[src/rtl/seg7_seq_monitor.sv]
// rtl/seg7_seq_monitor.sv - seven-segment sequence tracker with direction detect and error count
module seg7_seq_monitor #(
    parameter int ERR_W = 8
) (
    input  logic             clock,
    input  logic             reset,
    input  logic             en,
    input  logic             A,
    input  logic             B,
    input  logic             C,
    input  logic             D,
    input  logic             E,
    input  logic             F,
    input  logic             G,
    output logic [3:0]       digit,
    output logic [3:0]       pos,
    output logic             locked,
    output logic             modo_det,
    output logic             erro,
    output logic             dir_change,
    output logic [ERR_W-1:0] err_count
);

    typedef enum logic [1:0] {
        ACQUIRE = 2'd0,
        FIRST   = 2'd1,
        TRACK   = 2'd2
    } state_t;

    localparam logic [ERR_W-1:0] CNT_MAX = {ERR_W{1'b1}};
    localparam logic [ERR_W-1:0] CNT_ONE = {{(ERR_W-1){1'b0}}, 1'b1};

    // Pattern order is A (MSB) down to G (LSB); result is {valid, value}.
    function automatic logic [4:0] seg_decode(input logic [6:0] s);
        logic [4:0] r;
        case (s)
            7'b1111110: r = {1'b1, 4'h0};
            7'b0110000: r = {1'b1, 4'h1};
            7'b1101101: r = {1'b1, 4'h2};
            7'b1111001: r = {1'b1, 4'h3};
            7'b0110011: r = {1'b1, 4'h4};
            7'b1011011: r = {1'b1, 4'h5};
            7'b1011111: r = {1'b1, 4'h6};
            7'b1110000: r = {1'b1, 4'h7};
            7'b1111111: r = {1'b1, 4'h8};
            7'b1111011: r = {1'b1, 4'h9};
            7'b1110111: r = {1'b1, 4'hA};
            7'b0011111: r = {1'b1, 4'hB};
            7'b1001110: r = {1'b1, 4'hC};
            7'b0111101: r = {1'b1, 4'hD};
            7'b1001111: r = {1'b1, 4'hE};
            7'b1000111: r = {1'b1, 4'hF};
            default:    r = {1'b0, 4'h0};
        endcase
        return r;
    endfunction

    // Digit stored at each position of the tracked sequence.
    function automatic logic [3:0] seq_at(input logic [3:0] idx);
        logic [3:0] v;
        case (idx)
            4'd0:    v = 4'h2;
            4'd1:    v = 4'h5;
            4'd2:    v = 4'h7;
            4'd3:    v = 4'h3;
            4'd4:    v = 4'hA;
            4'd5:    v = 4'hE;
            4'd6:    v = 4'h8;
            4'd7:    v = 4'h0;
            4'd8:    v = 4'hB;
            4'd9:    v = 4'h4;
            4'd10:   v = 4'h6;
            4'd11:   v = 4'hD;
            4'd12:   v = 4'hF;
            4'd13:   v = 4'h1;
            4'd14:   v = 4'hC;
            default: v = 4'h9;
        endcase
        return v;
    endfunction

    // Inverse of seq_at: position of a digit in the sequence.
    function automatic logic [3:0] seq_index(input logic [3:0] val);
        logic [3:0] i;
        case (val)
            4'h0:    i = 4'd7;
            4'h1:    i = 4'd13;
            4'h2:    i = 4'd0;
            4'h3:    i = 4'd3;
            4'h4:    i = 4'd9;
            4'h5:    i = 4'd1;
            4'h6:    i = 4'd10;
            4'h7:    i = 4'd2;
            4'h8:    i = 4'd6;
            4'h9:    i = 4'd15;
            4'hA:    i = 4'd4;
            4'hB:    i = 4'd8;
            4'hC:    i = 4'd14;
            4'hD:    i = 4'd11;
            4'hE:    i = 4'd5;
            default: i = 4'd12;
        endcase
        return i;
    endfunction

    state_t           state;
    state_t           state_nxt;
    logic [3:0]       digit_nxt;
    logic [3:0]       pos_nxt;
    logic             modo_nxt;
    logic             erro_nxt;
    logic             dchg_nxt;
    logic [ERR_W-1:0] cnt_nxt;

    logic [4:0]       dec;
    logic             samp_valid;
    logic [3:0]       samp_val;
    logic [3:0]       samp_pos;
    logic [3:0]       fwd_val;
    logic [3:0]       bwd_val;
    logic [3:0]       want_val;
    logic [3:0]       opp_val;

    assign dec        = seg_decode({A, B, C, D, E, F, G});
    assign samp_valid = dec[4];
    assign samp_val   = dec[3:0];
    assign samp_pos   = seq_index(samp_val);
    // 4-bit position arithmetic wraps 15<->0 by itself.
    assign fwd_val    = seq_at(pos + 4'd1);
    assign bwd_val    = seq_at(pos - 4'd1);
    assign want_val   = modo_det ? bwd_val : fwd_val;
    assign opp_val    = modo_det ? fwd_val : bwd_val;

    // State register and all registered outputs.
    always_ff @(posedge clock or negedge reset) begin
        if (!reset) begin
            state      <= ACQUIRE;
            digit      <= 4'd0;
            pos        <= 4'd0;
            locked     <= 1'b0;
            modo_det   <= 1'b0;
            erro       <= 1'b0;
            dir_change <= 1'b0;
            err_count  <= '0;
        end else begin
            state      <= state_nxt;
            digit      <= digit_nxt;
            pos        <= pos_nxt;
            locked     <= (state_nxt == TRACK);
            modo_det   <= modo_nxt;
            erro       <= erro_nxt;
            dir_change <= dchg_nxt;
            err_count  <= cnt_nxt;
        end
    end

    // Next-state and next-output decision for one sampled pattern.
    always_comb begin
        state_nxt = state;
        digit_nxt = digit;
        pos_nxt   = pos;
        modo_nxt  = modo_det;
        erro_nxt  = 1'b0;
        dchg_nxt  = 1'b0;
        cnt_nxt   = err_count;
        if (en) begin
            case (state)
                ACQUIRE: begin
                    if (samp_valid) begin
                        digit_nxt = samp_val;
                        pos_nxt   = samp_pos;
                        state_nxt = FIRST;
                    end
                end
                FIRST: begin
                    if (!samp_valid) begin
                        state_nxt = ACQUIRE;
                    end else if (samp_val == fwd_val) begin
                        digit_nxt = samp_val;
                        pos_nxt   = samp_pos;
                        modo_nxt  = 1'b0;
                        state_nxt = TRACK;
                    end else if (samp_val == bwd_val) begin
                        digit_nxt = samp_val;
                        pos_nxt   = samp_pos;
                        modo_nxt  = 1'b1;
                        state_nxt = TRACK;
                    end else if (samp_val != digit) begin
                        digit_nxt = samp_val;
                        pos_nxt   = samp_pos;
                    end
                end
                TRACK: begin
                    if (samp_valid && samp_val == want_val) begin
                        digit_nxt = samp_val;
                        pos_nxt   = samp_pos;
                    end else if (samp_valid && samp_val == opp_val) begin
                        digit_nxt = samp_val;
                        pos_nxt   = samp_pos;
                        modo_nxt  = ~modo_det;
                        dchg_nxt  = 1'b1;
                    end else if (samp_valid && samp_val == digit) begin
                        // stall: hold everything
                    end else begin
                        erro_nxt = 1'b1;
                        if (err_count != CNT_MAX) begin
                            cnt_nxt = err_count + CNT_ONE;
                        end
                        if (samp_valid) begin
                            digit_nxt = samp_val;
                            pos_nxt   = samp_pos;
                            state_nxt = FIRST;
                        end else begin
                            state_nxt = ACQUIRE;
                        end
                    end
                end
                default: state_nxt = ACQUIRE;
            endcase
        end
    end

endmodule

[config.mk]
export PLATFORM = sky130hd
export DESIGN_NAME = seg7_seq_monitor
export DESIGN_NICKNAME = d
export VERILOG_FILES = /design/src/rtl/seg7_seq_monitor.sv
export SDC_FILE = /design/constraint.sdc
export NUM_CORES = 1
export LEC_CHECK = 0
export CORE_ASPECT_RATIO = 1.4
export CORE_MARGIN = 2
export CORE_UTILIZATION = 30
export DETAILED_ROUTE_END_ITERATION = 16
export PLACE_DENSITY_LB_ADDON = 0.08
export SYNTH_ARGS = -nofsm -noshare
export SYNTH_HDL_FRONTEND = slang
export SYNTH_SLANG_ARGS = --single-unit
[constraint.sdc]
create_clock -name clock -period 3.5 [get_ports clock]
set_clock_uncertainty 0.2 [all_clocks]
set_input_delay 0.525 -clock clock [delete_from_list [all_inputs] [get_ports clock]]
set_output_delay 0.525 -clock clock [all_outputs]
set_load 0.03 [all_outputs]
==> results of run 1 <==
[critical path: stages, from the launching register on]
cell	delay (ns)
dfrtp_2	0.42
ha_1	0.19
inv_1	0.07
ha_4	0.29
buf_4	0.14
a211oi_2	0.04
a311oi_2	0.39
a21oi_1	0.13
or3_4	0.40
o221a_2	0.29
a311oi_4	0.36
nand2_2	0.18
o2bb2ai_1	0.16
[report_power, final]
group	switching (uW)	leakage (uW)	internal, uW
Sequential	75.8	0.000297	315
Clock	90.1	0.0000442	174
Combinational	1390	0.00138	1230
[flip-flops by register name, summed over array words and instances, names as in the netlist]
signal and cells:
err_count 8, digit 4, pos 4, modo_det 1
erro 1, locked 1, state 2, dir_change 1
[logic make-up (layout without fill, tap and decap cells)]
group	Yosys count	count (layout)	share of synthesized area, %
DFF	22	22	19.53
xor gates and xnor gates	21	21	6.525
buffers and inverters	44	123	6.525
adders and majority gates	19	19	8.433
AOI/OAI and AO/OA	88	88	25.65
muxes	10	10	3.595
and+or+nand+nor	141	141	29.74
[worst paths after layout]
| kind | startpoint | endpoint | slack, ns | cells after the start |
|---|---|---|---|---|
| min reg2reg | err_count[7] | err_count[7] | 0.29 | 1 |
| max in group asynchronous | reset | pos[1] | 2.43 | 2 |
| min in group asynchronous | reset | locked | 0.43 | 2 |
| max reg2reg | pos[0] | digit[2] | 0.11 | 12 |
| min | err_count[7] | err_count[7] | 0.29 | 1 |
| max | pos[0] | digit[2] | 0.11 | 12 |
[metrics by stage]
step / std cells / utilization, % / total power (uW)
2_1_floorplan: 345 / - / 1982
3_3_place_gp: 527 / 40.95 / 2763
3_5_place_dp: 527 / 40.95 / 2763
4_1_cts: 531 / 42.15 / 3079
5_1_grt: 531 / 43.79 / 3527
6_report: 531 / 43.79 / 3274
[what timing repair did]
item	4_1_cts	5_1_grt
setup endpoints to repair	9	17
pin swaps	0	6
gates resized for setup	7	29
hold buffers	0	0
[routing by layer]
| metal | share of wire (%) | up-vias |
|---|---|---|
| met5 | 0 | - |
| met4 | 0.81 | 0 |
| met3 | 3.0 | 6 |
| met2 | 52 | 65 |
| met1 | 44 | 1383 |
| li1 | - | 1447 |
[layout by cell type (no fill, tap or decap), types with 4 or more instances in the layout]
cell	instances
ha_4	4
ha_1	15
nand4_1	9
nand2_1	23
and3b_1	4
dfrtp_1	20
a21oi_1	9
xnor2_1	12
nor3b_1	5
and2_1	5
inv_1	14
nor2_1	21
clkdlybuf4s50_1	24
o2bb2ai_1	9
a211oi_2	7
nor3_1	12
nand3_1	10
buf_4	68
nor2b_1	5
nand2b_1	8
mux2i_1	8
and3_1	8
o21ai_0	14
nand4b_1	5
xor2_1	7
a211o_1	4
[cell type report]
class	instances	share of cell area [%]
multi-input combinational	279	56.83
tap	107	3.367
inverter	18	1.825
sequential	22	13.91
clock buffer	4	2.234
timing repair buffer	101	21.84
==> run_results.csv, run 1 <==
group,metric,value,unit
status,status,"completed",
timing,slew_viol_final,0,
floorplanning,die_h,118.7,um
synth,synth_nets,374,
timing,timing.final.crit_share,96.79,%
synth,yosys.area.top_type,"dfrtp_1",
floorplanning,coreArea,9080,sq um
cts,clkSinkCount,22,
timing,slew_headroom,68.73,%
critical_path,cp-end-kind,"flop",
placed_design,dpl_worst_slack,-0.4035,ns
timing,setup_viol_count_final,0,
synth,yosysTopAreaCellShare,19.53,%
grt,antenna_found_initial,0,
finish,multiInputGateArea,2260,sq um
drt,drc,0,
critical_path,crit_type,"flop to flop",
synth,synth_ff_type,"dfrtp_1",
critical_path,crit_fanout,7,
floorplanning,ioPinCount,30,
synth,yosysUniqueCellTypes,71,
synth,syn_area,2819,sq um
synth,synthTopCellsByCount,"24 x nand2_1, 22 x dfrtp_1, 21 x nor2_1",
floorplanning,rows,41,
timing,fin_crit,3.388,ns
grt,grtUsageMet2,29.36,%
critical_path,critical_path.startpoint_type,"flop",
job,max_cap_viol_count,0,
cts,htreeDepth,1,
drt,routed_wl,8366,um
floorplanning,design.die.area,10200,sq um
hold_path,worstHoldPathType,"flop to flop",
drt,drt_iter0_drc,143,
cts,clk_pin_slew_worst_paths,0.06,ns
finish,area_growth,41.06,%
timing,worst_pin_slew,0.4670,ns
timing,hold_ws,0.2940,ns
critical_path,crit_arrival,3.32,ns
finish,seq_area,553.0,sq um
floorplanning,fp.dieW,85.93,um
synth,ys_seq_area_share,19.53,%
synth,yosysMostFrequentCell,"nand2_1",
placed_design,dp_hpwl,6505,um
grt,met3_usage,1.606,%
drt,vias,2901,
placed_design,globalplace.congestion,0.8190,
grt,top_usage_layer,"met2",
grt,grt_max_degree,25,
timing,setup_ws,0.1125,ns
critical_path,critPathRequiredTime,3.43,ns
grt,grt_pass1_wl,13790,um
synth,postSynthAreaPerCell,8.171,sq um
drt,first_pass_iters,4,
timing,timing.fmax,295.2,MHz
drt,ant_nets,0,
synth,async_flop_share,100.0,%
cts,cts_root_buf,"clkbuf_16",
grt,track_usage,16.41,%
timing,finalSetupTns,0,ns
synth,synth_area_leaders,"dfrtp_1 20%, ha_1 8.4%, xnor2_1 4.0%",
timing,hold_viol,0,
grt,grtUsageMet1,21.79,%
finish,drive_gt1_share,29.72,%
cts,clk-insertion-delay-late,0.25,ns
cts,cts_tree,"yes",
synth,synth-edff-count,0,
finish,nFillCells,906,
power,ir_drop,0.0003320,V
cts,cts_setup_buffers,0,
grt,grt.overflow.total,0,
cts,clockBufferDepth,2,
finish,finalInstanceArea,3976,sq um
placed_design,io_buffer_count,29,
power,p_per_area,823.5,nW/um^2
drt,wl_per_cell,15.76,um
placed_design,placed_area,3719,sq um
synth,yosys_warnings,0,
finish,fin_nets,454,
synth,ys_ff_latch,22,
cts,cts-buffers-inserted,3,
floorplanning,initial_core_util,31.05,%
power,p_leak,0.001719,uW
finish,num_antenna_cells,0,
drt,via_per_inst,5.463,
synth,syn_inst,345,
grt,first_global_vias,2792,
(Power assumes the default switching activity.)
==> run 2: changes to the inputs <==
PLACE_DENSITY = 0.47   (was unset)
PLACE_DENSITY_LB_ADDON = unset   (was 0.08)
==> run_results.csv, run 2 (synthesis gave the netlist of run 1 again) <==
group,metric,value,unit
critical_path,cp-end-kind,"flop",
timing,slew_viol_final,0,
timing,setup_ws,0.1699,ns
timing,timing.fmax,300.3,MHz
critical_path,critPathRequiredTime,3.47,ns
placed_design,dp_hpwl,6402,um
cts,clkSinkCount,22,
grt,track_usage,15.96,%
power,p_leak,0.001745,uW
power,p_per_area,815.5,nW/um^2
finish,layout_commonest_cell,"buf_4",
critical_path,crit_fanout,11,
timing,timing.final.crit_share,95.14,%
timing,setup_viol_count_final,0,
cts,clockBufferDepth,2,
timing,fin_crit,3.330,ns
drt,via_per_inst,5.403,
finish,top_register,"err_count",
floorplanning,ioPinCount,30,
drt,ant_nets,0,
drt,wl_per_cell,15.64,um
cts,clk-insertion-delay-late,0.25,ns
finish,finalInstanceArea,3996,sq um
finish,num_antenna_cells,0,
cts,cts_root_buf,"clkbuf_16",
hold_path,worstHoldPathType,"flop to flop",
timing,slew_headroom,34.31,%
cts,clk_pin_slew_worst_paths,0.06,ns
drt,drt_iter0_drc,90,
critical_path,crit_arrival,3.30,ns
power,ir_drop,0.0003368,V
grt,antenna_found_initial,0,
finish,fin_nets,452,
cts,holdBufCountCts,0,
drt,drc,0,
floorplanning,initial_core_util,31.05,%
floorplanning,die_h,118.7,um
drt,vias,2858,
grt,grt_pass1_wl,13390,um
grt,grt_max_degree,25,
finish,area_growth,41.77,%
finish,largestRegisters,"err_count x8, digit x4, pos x4",
placed_design,io_buffer_count,29,
status,status,"completed",
grt,first_global_vias,2794,
job,max_cap_viol_count,0,
grt,grt.overflow.total,0,
floorplanning,coreArea,9080,sq um
floorplanning,rows,41,
floorplanning,design.die.area,10200,sq um
cts,htreeDepth,1,
placed_design,globalplace.congestion,0.8220,
critical_path,critical_path.startpoint_type,"input port",
finish,layout_common_cells,"65 x buf_4, 24 x nand2_1, 23 x clkdlybuf4s50_1, 21 x nor2_1, 19 x dfrtp_1",
drt,routed_wl,8275,um
critical_path,crit_type,"input port to flop",
cts,cts-buffers-inserted,3,
placed_design,placed_area,3633,sq um
floorplanning,fp.dieW,85.93,um
timing,rsz0062_at_grt,"no",
timing,worst_pin_slew,0.9822,ns
drt,first_pass_iters,4,
timing,hold_viol,0,
finish,drive_gt1_share,31.04,%
finish,largest_reg_flops,8,
cts,cts_tree,"yes",
placed_design,dpl_worst_slack,-0.3036,ns
==> run 2: layer usage <==
metal	part of all wire [%]	wire length [um]	GRT usage, %
met4	1.3	110	2.877
met2	52	4344	28.83
met3	1.7	141	2.235
met5	0	0	0
met1	44	3679	19.91
==> run 2: final timing paths <==
check	start	to	slack [ns]	depth (start not counted)
worst max-delay path	A	digit[0]	0.17	11
min in group asynchronous	reset	locked	0.62	1
max in group asynchronous	reset	pos[1]	1.82	1
worst max register to register	pos[0]	digit[0]	0.20	15
worst min register to register	err_count[6]	err_count[6]	0.30	1
worst min-delay path	err_count[6]	err_count[6]	0.30	1
==> run 2: critical path, cell delays in order <==
cell and delay [ns]:
clkdlybuf4s50_1 0.41, buf_6 0.15, or3b_4 0.42, a211o_1 0.31, and3_1 0.21, buf_4 0.19
a311o_1 0.35, a311oi_4 0.32, buf_4 0.18, o21ai_2 0.08, o2bb2ai_1 0.15
==> run 2: cell type report <==
cell class,count,area (sq um)
fill,901,5084
multi-input combinational,279,2301
timing repair buffer,99,845.8
sequential,22,554.3
tap,107,133.9
clock buffer,4,88.84
inverter,18,72.57
==> run 2: where the power goes <==
group	total, uW	switching, uW	leakage, uW	internal (uW)
registers	410	93.7	0.000295	316
clock network	260	86.3	0.0000442	174
logic	2590	1370	0.00141	1220
total	3260	1550	0.00175	1710
==> run 2: stage by stage <==
stage / hold WS, ns / utilization [%] / std cells / setup TNS (ns) / total power, uW
after floorplan: 0.02941 / - / 345 / 0 / 1982
after global placement: 0.2928 / 40.02 / 519 / -4.590 / 2728
after detailed placement: 0.3031 / 40.02 / 519 / -4.522 / 2729
after CTS: 0.3110 / 41.17 / 523 / 0 / 3047
after global routing: 0.3337 / 44.01 / 529 / 0 / 3528
final: 0.3028 / 44.01 / 529 / 0 / 3259
==> run 2: repair_timing <==
| item | in CTS | in global routing |
|---|---|---|
| gates cloned | 0 | 1 |
| setup endpoints to repair | 13 | 17 |
| gates resized for setup | 5 | 44 |
| setup buffers | 0 | 5 |
| pin swaps | 0 | 18 |
==> patch: new RTL, config.mk and constraints of run 2 <==
`ERR_W`: 8 -> 9.
--- a/src/rtl/seg7_seq_monitor.sv
+++ b/src/rtl/seg7_seq_monitor.sv
@@ -2,3 +2,3 @@
 module seg7_seq_monitor #(
-    parameter int ERR_W = 8
+    parameter int ERR_W = 9
 ) (
Ports: changed (resized err_count); port bits go from 30 to 31. The function was not compared with the original's and may differ.
==> patch against run 2 <==
Non-clock buffer count up 8. Sequential cell count up 1. Wire length down 2.0%. Synthesized area up 4.2%. Synthesized cell count down 0.58%. Final area up 2.8%. Clock power about the same. Register-to-register slack worse by 60 ps. Power up 6.9%. Worst setup slack worse by 28 ps. Largest cell class unchanged.
==> patch: results (changes against run 2) <==
stage,metric,value,unit,change
global_routing,global_route.usage.met2,0.2822,,was 0.2883
synth,yosysUniqueCellTypes,83,,was 71
setup_path,criticalPathCategory,register to register,,was input pin to register
drt,met3_length,171,um,was 141 um
status,status,completed,,unchanged
synth,ys_seq_area_frac,0.1959,,was 0.1953
layout,final_nets,467,,was 452
sta,tightest_slew,696.9,ps,was 982.2 ps
global_routing,grtUsageMet3,0.01088,,was 0.02235
synth,muxShareOfSynthArea,0.05196,,was 0.03595
setup_path,r2r-end,err_count[1],,was digit[0]
placement,dpl.hpwl,6.330,mm,was 6.402 mm
setup_path,crit_family,simple AND/OR/NAND/NOR gates,,was compound AO/OA/AOI/OAI gates
synth,synth_compound_area_frac,0.2517,,was 0.2565
synth,syn_nets,373,,was 374
synth,synth_fa_ha_area_frac,0.08518,,was 0.08433
placement,portBuffers,30,,was 29
layout,reg_top3,"err_count x9, digit x4, pos x4",,"was err_count x8, digit x4, pos x4"
setup_path,cp_max_fo,7,,was 11
synth,synth_xor_area_frac,0.07112,,was 0.06525
global_routing,grt_pass1_wl,13.50,mm,was 13.39 mm
drt,wl_met1,3.580,mm,was 3.679 mm
global_routing,grt_use_met1,0.1943,,was 0.1991
drt,wl,8.106,mm,was 8.275 mm
global_routing,grt_start_max_net_pins,19,,was 25
setup_path,max_stage_delay,550,ps,was 420 ps
placement,gp_congestion,0.8307,,was 0.8220
setup_path,slowest_stage,or4b_4,,was or3b_4
drt,via_per_inst,5.106,,was 5.403
synth,synthTopCellsByCount,"27 x nand2_1, 23 x dfrtp_1, 23 x nor2_1, 20 x ha_1, 17 x inv_1",,"was 24 x nand2_1, 22 x dfrtp_1, 21 x nor2_1, 19 x ha_1, 17 x inv_1"
global_routing,first_global_vias,2913,,was 2794
placement,placed_area,3854,sq um,was 3633 sq um
power,vdd_drop_max,0.0004345,V,was 0.0003368 V
power,p_leak,1.794,nW,was 1.745 nW
setup_path,reg2reg_setup_slack,140,ps,was 200 ps
synth,synthTopCellsByArea,"dfrtp_1 20%, ha_1 8.5%, xor2_1 4.2%, nand2_1 3.4%, mux2i_1 3.4%",,"was dfrtp_1 20%, ha_1 8.4%, xnor2_1 4.0%, mux2i_1 3.2%, nand2_1 3.2%"
==> patch: cell types whose count changed after synthesis, sizes merged, moves of 4 or more <==
| cell | run 2 | this run |
|---|---|---|
| a211o | 4 | 0 |
| nor2b | 5 | 10 |
| nor3 | 12 | 8 |
| clkbuf | 13 | 4 |
| xor2 | 8 | 14 |
| or3b | 1 | 6 |
| a21oi | 9 | 18 |
| xnor2 | 13 | 9 |
| nand4 | 12 | 6 |
| and3 | 10 | 2 |
==> patch: per-stage QoR <==
stage | worst slack (ps) | hold WS (ps) | cells | TNS [ps]
6_report | 141.8 | 293.9 | 568 | 0
5_1_grt | 3.355 | 324.1 | 568 | 0
4_1_cts | 12.10 | 300.3 | 562 | 0
3_5_place_dp | -181.5 | 280.5 | 558 | -2069
3_3_place_gp | -169.2 | 287.2 | 558 | -1987
2_1_floorplan | 20.29 | 29.41 | 343 | 0
==> patch: power by group <==
group	switching, mW	internal, mW
clock	0.105	0.154
combinational	1.48	1.28
sequential	0.116	0.354
total	1.70	1.79
==> patch: timing repair <==
item	CTS	global route
gates resized for setup	0	28
setup endpoints to repair	0	20
endpoints found under the hold margin	0	0
setup buffers	0	5
==> patch: how the worst min path moves through the flow <==
stage,to,from
2_1_floorplan,digit[0],reset
3_3_place_gp,err_count[6],err_count[6]
3_5_place_dp,err_count[7],err_count[7]
4_1_cts,err_count[7],err_count[7]
5_1_grt,err_count[6],err_count[6]
6_report,err_count[7],err_count[7]
==> patch: final cells by class <==
type / instances / area (sq um)
fillers: 952 / 5405
flip-flops and latches: 23 / 579.3
clock inverters: 1 / 5.005
well taps: 132 / 165.2
inverters: 18 / 67.56
repair buffers: 107 / 890.9
clock buffers: 3 / 75.07
multi-input cells: 284 / 2323
